$ cat config.mk
export PLATFORM = sky130hd
export DESIGN_NAME = frame_tx_sched
export DESIGN_NICKNAME = d
export VERILOG_FILES = /design/src/rtl/framing_pkg.sv /design/src/rtl/frame_tx_sched_framer.sv /design/src/rtl/frame_tx_sched.sv
export SDC_FILE = /design/constraint.sdc
export NUM_CORES = 1
export LEC_CHECK = 0
export BUFFER_PORTS_ARGS = -buffer_cell sky130_fd_sc_hd__buf_2
export CAP_MARGIN = 15
export CORE_ASPECT_RATIO = 0.6
export CORE_MARGIN = 5
export CORE_UTILIZATION = 52
export CTS_BUF_LIST = sky130_fd_sc_hd__clkbuf_16
export DETAILED_ROUTE_END_ITERATION = 16
export PLACE_DENSITY = 0.8
export SYNTH_ARGS = -nofsm -noshare
export SYNTH_HDL_FRONTEND = slang
export SYNTH_HIERARCHICAL = 1
export SYNTH_SLANG_ARGS = --single-unit
$ cat constraint.sdc
create_clock -name clk -period 4.3 [get_ports clk]
set_clock_uncertainty 0.2 [all_clocks]
set_input_delay 0.86 -clock clk [delete_from_list [all_inputs] [get_ports clk]]
set_output_delay 0.86 -clock clk [all_outputs]
set_load 0.005 [all_outputs]
$ cat src/rtl/framing_pkg.sv
// Shared constants and state type for the serial framing link.
// A frame is {SYNC, 12-bit word, even parity over the word}, sent MSB first.
package framing_pkg;
    localparam int WORD_W  = 12;
    localparam int FRAME_W = 16;
    localparam int CHAN_W  = 3;

    localparam logic [2:0] FRAME_SYNC = 3'b101;

    typedef enum logic {
        LOAD  = 1'b0,
        SHIFT = 1'b1
    } state_e;
endpackage

$ cat src/rtl/frame_tx_sched_framer.sv
// Combinational framer: wraps a 12-bit payload into a 16-bit link frame.
// The sync pattern leads, the payload follows MSB first, and the even parity bit closes the frame.
module frame_tx_sched_framer
    import framing_pkg::*;
(
    input  logic [WORD_W-1:0]  word_i,
    output logic [FRAME_W-1:0] frame_o
);

    assign frame_o = {FRAME_SYNC, word_i, ^word_i};

endmodule

$ cat src/rtl/frame_tx_sched.sv
// Round-robin transmit scheduler: frames one requester word (or an idle word) at a time
// and shifts frames out back-to-back, MSB first, one bit per clock.
module frame_tx_sched
    import framing_pkg::*;
#(
    parameter int                N_REQ     = 4,
    parameter logic [WORD_W-1:0] IDLE_WORD = 12'h000
) (
    input  logic                    clk,
    input  logic                    rst,
    input  logic                    en,
    input  logic [N_REQ-1:0]        req,
    input  logic [WORD_W*N_REQ-1:0] req_data,
    output logic [N_REQ-1:0]        ready,
    output logic                    tx_out,
    output logic                    frame_start,
    output logic [CHAN_W-1:0]       cur_chan,
    output logic                    cur_valid
);

    state_e               state_q;
    logic [3:0]           bit_cnt_q;
    logic [FRAME_W-1:0]   frame_reg_q;
    logic [CHAN_W-1:0]    rr_ptr_q;
    logic [CHAN_W-1:0]    cur_chan_q;
    logic                 cur_valid_q;

    logic                 arb;
    logic                 found;
    logic [CHAN_W-1:0]    win;
    logic [CHAN_W-1:0]    rr_ptr_d;
    logic [WORD_W-1:0]    sel_word;
    logic [FRAME_W-1:0]   sel_frame;

    // Returns {found, index}: first pending requester at or after ptr, wrapping.
    function automatic logic [CHAN_W:0] rr_pick(input logic [N_REQ-1:0] r,
                                                input logic [CHAN_W-1:0] ptr);
        logic              hit;
        logic [CHAN_W-1:0] idx;
        int                cand;
        hit = 1'b0;
        idx = '0;
        for (int k = 0; k < N_REQ; k++) begin
            cand = (int'(ptr) + k) % N_REQ;
            if (!hit && r[cand]) begin
                hit = 1'b1;
                idx = CHAN_W'(cand);
            end
        end
        return {hit, idx};
    endfunction

    always_comb begin
        arb = !rst && en && ((state_q == LOAD) || (bit_cnt_q == 4'd0));
        {found, win} = rr_pick(req, rr_ptr_q);
        rr_ptr_d = (win == CHAN_W'(N_REQ - 1)) ? '0 : win + 3'd1;
        sel_word = IDLE_WORD;
        ready    = '0;
        for (int i = 0; i < N_REQ; i++) begin
            if (found && (win == CHAN_W'(i))) begin
                sel_word = req_data[i*WORD_W +: WORD_W];
                ready[i] = arb;
            end
        end
    end

    frame_tx_sched_framer u_framer (
        .word_i  (sel_word),
        .frame_o (sel_frame)
    );

    always_ff @(posedge clk or posedge rst) begin
        if (rst) begin
            state_q     <= LOAD;
            bit_cnt_q   <= 4'd15;
            frame_reg_q <= '0;
            rr_ptr_q    <= '0;
            cur_chan_q  <= '0;
            cur_valid_q <= 1'b0;
        end else if (arb) begin
            // Arbitration reloads the shifter so the next bit 15 follows with no gap.
            state_q     <= SHIFT;
            bit_cnt_q   <= 4'd15;
            frame_reg_q <= sel_frame;
            cur_valid_q <= found;
            if (found) begin
                cur_chan_q <= win;
                rr_ptr_q   <= rr_ptr_d;
            end
        end else if (state_q == SHIFT) begin
            if (bit_cnt_q != 4'd0) begin
                bit_cnt_q <= bit_cnt_q - 4'd1;
            end else begin
                state_q     <= LOAD;
                bit_cnt_q   <= 4'd15;
                cur_valid_q <= 1'b0;
            end
        end
    end

    assign tx_out      = (state_q == SHIFT) ? frame_reg_q[bit_cnt_q] : 1'b0;
    assign frame_start = (state_q == SHIFT) && (bit_cnt_q == 4'd15);
    assign cur_chan    = cur_chan_q;
    assign cur_valid   = cur_valid_q;

endmodule

==> out/metrics.yaml <==
clocking:
  cts_tree: "done"
  cts.sinks: 26
  clockBufferDepth: 2
  cts_buffers: 3
  clkTransAtPathRegs_ns: 0.07
  cts_root_buf: "clkbuf_16"
  ctsResizeCount: 0
  clk-insertion-delay-late_ns: 0.26
  cts_setup_buffers: 0
  postCtsHoldBufs: 0
  cts_max_level: 1
sta:
  period_share_pct: 87.5
  setup_viol: 0
  hold_viol: 0
  setup_ws_ns: 0.538
  slew_violations: 0
  worst_pin_slew_ns: 0.979
  clock.fmax_ghz: 0.266
  relSlewSlack_pct: 34.7
  rsz0062_at_grt: "false"
  tns_ns: 0
  min_period_ns: 3.76
synth:
  muxShareOfSynthArea_pct: 17.1
  synth_compound_area_share_pct: 18.1
  syn_area_per_cell_sq_um: 10.0
  synth_xor_area_share_pct: 4.95
  synth_fa_ha_area_share_pct: 4.28
  synth-main-ff-cell: "dfrtp_1"
  synth_area_sq_um: 2050
  synth_seq_cells: 26
  synth_top_family_by_area: "compound AO/OA/AOI/OAI gates"
  post-synth-top-area-fraction_pct: 26.9
  synthArstFlopShare_pct: 100
  syn_inst: 204
  synth_largest_area_cell: "dfrtp_1"
  synth_cell_types: 42
  synth-edff-count: 0
  seq_area_frac_synth_pct: 32.0
  synthSimpleGateAreaFrac_pct: 12.7
  yosys_warnings: 6
  yosys-top-cells-area: "dfrtp_1 (27%), mux2_4 (6.6%), mux2_2 (6.0%), buf_4 (5.9%), dfstp_2 (5.1%)"
global_routing:
  grt_pass1_vias: 1564
  grt_max_degree: 27
  grt_pass1_wl_microns: 7190
  antenna_found_initial: 0
  grt.overflow.total: 0
  grt.total_usage_pct: 16.4
hold_path:
  holdCritStartpoint: "cur_valid"
  min_path_type: "reg2reg"
  min_to: "cur_valid"
  worstHoldPathCells: 1
cells_and_area:
  area_growth_pct: 15.6
  fin_nets: 311
  antennaDiodeCount: 0
  final_cell_mix: "buf_2 (63), dfrtp_1 (22), nand2_1 (21), o21ai_0 (16)"
  instances_no_fill: 295
  drive_gt1_share_pct: 42.3
  fin_area_sq_um: 2370
  layout_commonest_cell: "buf_2"
place:
  routabilityCongestion: 0.820
  portBuffers: 63
  pre_cts_ws_ns: 0.332
  postPlaceCellArea_sq_um: 2260
  hpwl_microns: 3410
  placed_cells: 291
drt:
  final_antenna_net_count: 0
  avgViaCountPerCell: 5.36
  wl_per_cell_microns: 14.8
  drt_iter0_drc: 51
  wirelength_microns: 4350
  drc: 0
  num_vias: 1580
  drt_pass1_iterations: 4
critical_path:
  r2r_setup_slack_ns: 0.79
  path_cells: "buf_2, inv_1, a21boi_0, o32a_1, ha_1, nor2b_1, a22o_1, xnor2_1, xnor2_1, xnor3_1, mux2_4"
  endpoint_kind: "flop"
  cp_common_cell: "xnor2_1"
  arrival_ns: 3.70
  crit_type: "in2reg"
  startpoint_type: "input pin"
  r2r-end: "frame_reg_q[0]"
  slowest_stage: "nor2b_1"
  cp_max_fo: 12
  worstPathRequired_ns: 4.24
  crit_family: "compound AO/OA/AOI/OAI gates"
  rr_startpoint: "rr_ptr_q[1]"
  crit_buf_inv: 2
  worstRegToRegCells: 10
  critPathMaxStageDelay_ns: 0.63
power:
  ir_worst_vdd_uv: 430
  power_density_nw_per_um2: 752
  power.leakage_nw: 1.17
  power.total_mw: 1.78
job:
  max-cap-violations: 0
status:
  status: "completed"
floorplanning:
  core_area_sq_um: 3740
  rows: 17
  floorplan.initialDensity_pct: 54.7
  pin_count: 65
  die_area_sq_um: 5340
  die_height_microns: 58.6
  die_w_microns: 91.0
cell type report:
type,count,area [sq um]
Clock buffer,3,75.1
Clock inverter,1,30.0
Fill cell,308,1380
Inverter,7,26.3
Multi-Input combinational cell,145,1180
Sequential cell,26,656
Tap cell,47,58.8
Timing Repair Buffer,66,338
Yosys cell counts (2+ instances only):
cell type,n
nor2b_1,2
mux2_4,9
dfrtp_1,22
nand2_1,21
conb_1,3
ha_1,7
a22o_1,12
a21oi_1,3
inv_1,7
mux4_2,2
and2_1,4
nor2_1,8
xnor2_1,9
dfstp_2,4
a22oi_1,12
mux2i_1,2
mux2_2,11
o21ai_0,16
clkbuf_1,9
buf_4,16
nand3_1,2
nand2b_1,3
per-layer routing:
metal	global-route usage (%)	share of wire, %	up-vias
li1	-	-	797
met1	23.1	47	733
met2	26.6	46	48
met3	4.21	6.7	2
met4	1.88	0.32	0
met5	0	0	-
how the worst max path moves through the flow:
stage | start | endpoint | slack (ns) | cells after the start
2_1_floorplan | req[2] | frame_reg_q[0] | 0.55 | 14
3_3_place_gp | req[2] | frame_reg_q[0] | 0.46 | 16
3_5_place_dp | req[3] | frame_reg_q[0] | 0.33 | 15
4_1_cts | req[3] | frame_reg_q[0] | 0.58 | 15
5_1_grt | req[3] | frame_reg_q[0] | 0.34 | 15
6_report | req[3] | frame_reg_q[0] | 0.54 | 11
kinds of logic after synthesis:
group           count (synthesis)
fa+ha+maj                       7
xor+xnor                       10
mux                            25
simple gates                   48
buf+inv                        34
compound gates                 51
flops                          26
other cells                     3
metrics by stage:
stage                     hold slack [ns]  util [%]
after floorplan                     0.272         -
final                               0.274      63.3
after global routing                0.308      63.3
after detailed placement            0.263      60.5
after CTS                           0.279      63.3
after global placement              0.256      60.5
state kept, by name, summed over array words and instances (netlist names):
register and count:
bit_cnt_q 4, state_q 1, frame_reg_q 16, cur_valid 1, cur_chan 2, rr_ptr_q 2
worst reg2reg max path: stages (launching register included):
cell and delay [ns]:
dfrtp_1 0.44, nand2b_1 0.19, a311oi_1 0.27, buf_4 0.18, ha_1 0.18, nor2b_1 0.63
a22o_1 0.31, xnor2_1 0.17, xnor2_1 0.15, xnor3_1 0.42, mux2_4 0.27
power by group:
group	switching [mW]	internal, mW
Clock	0.0856	0.185
Combinational	0.428	0.580
Sequential	0.123	0.381
Power figures use the tool's default switching activity.
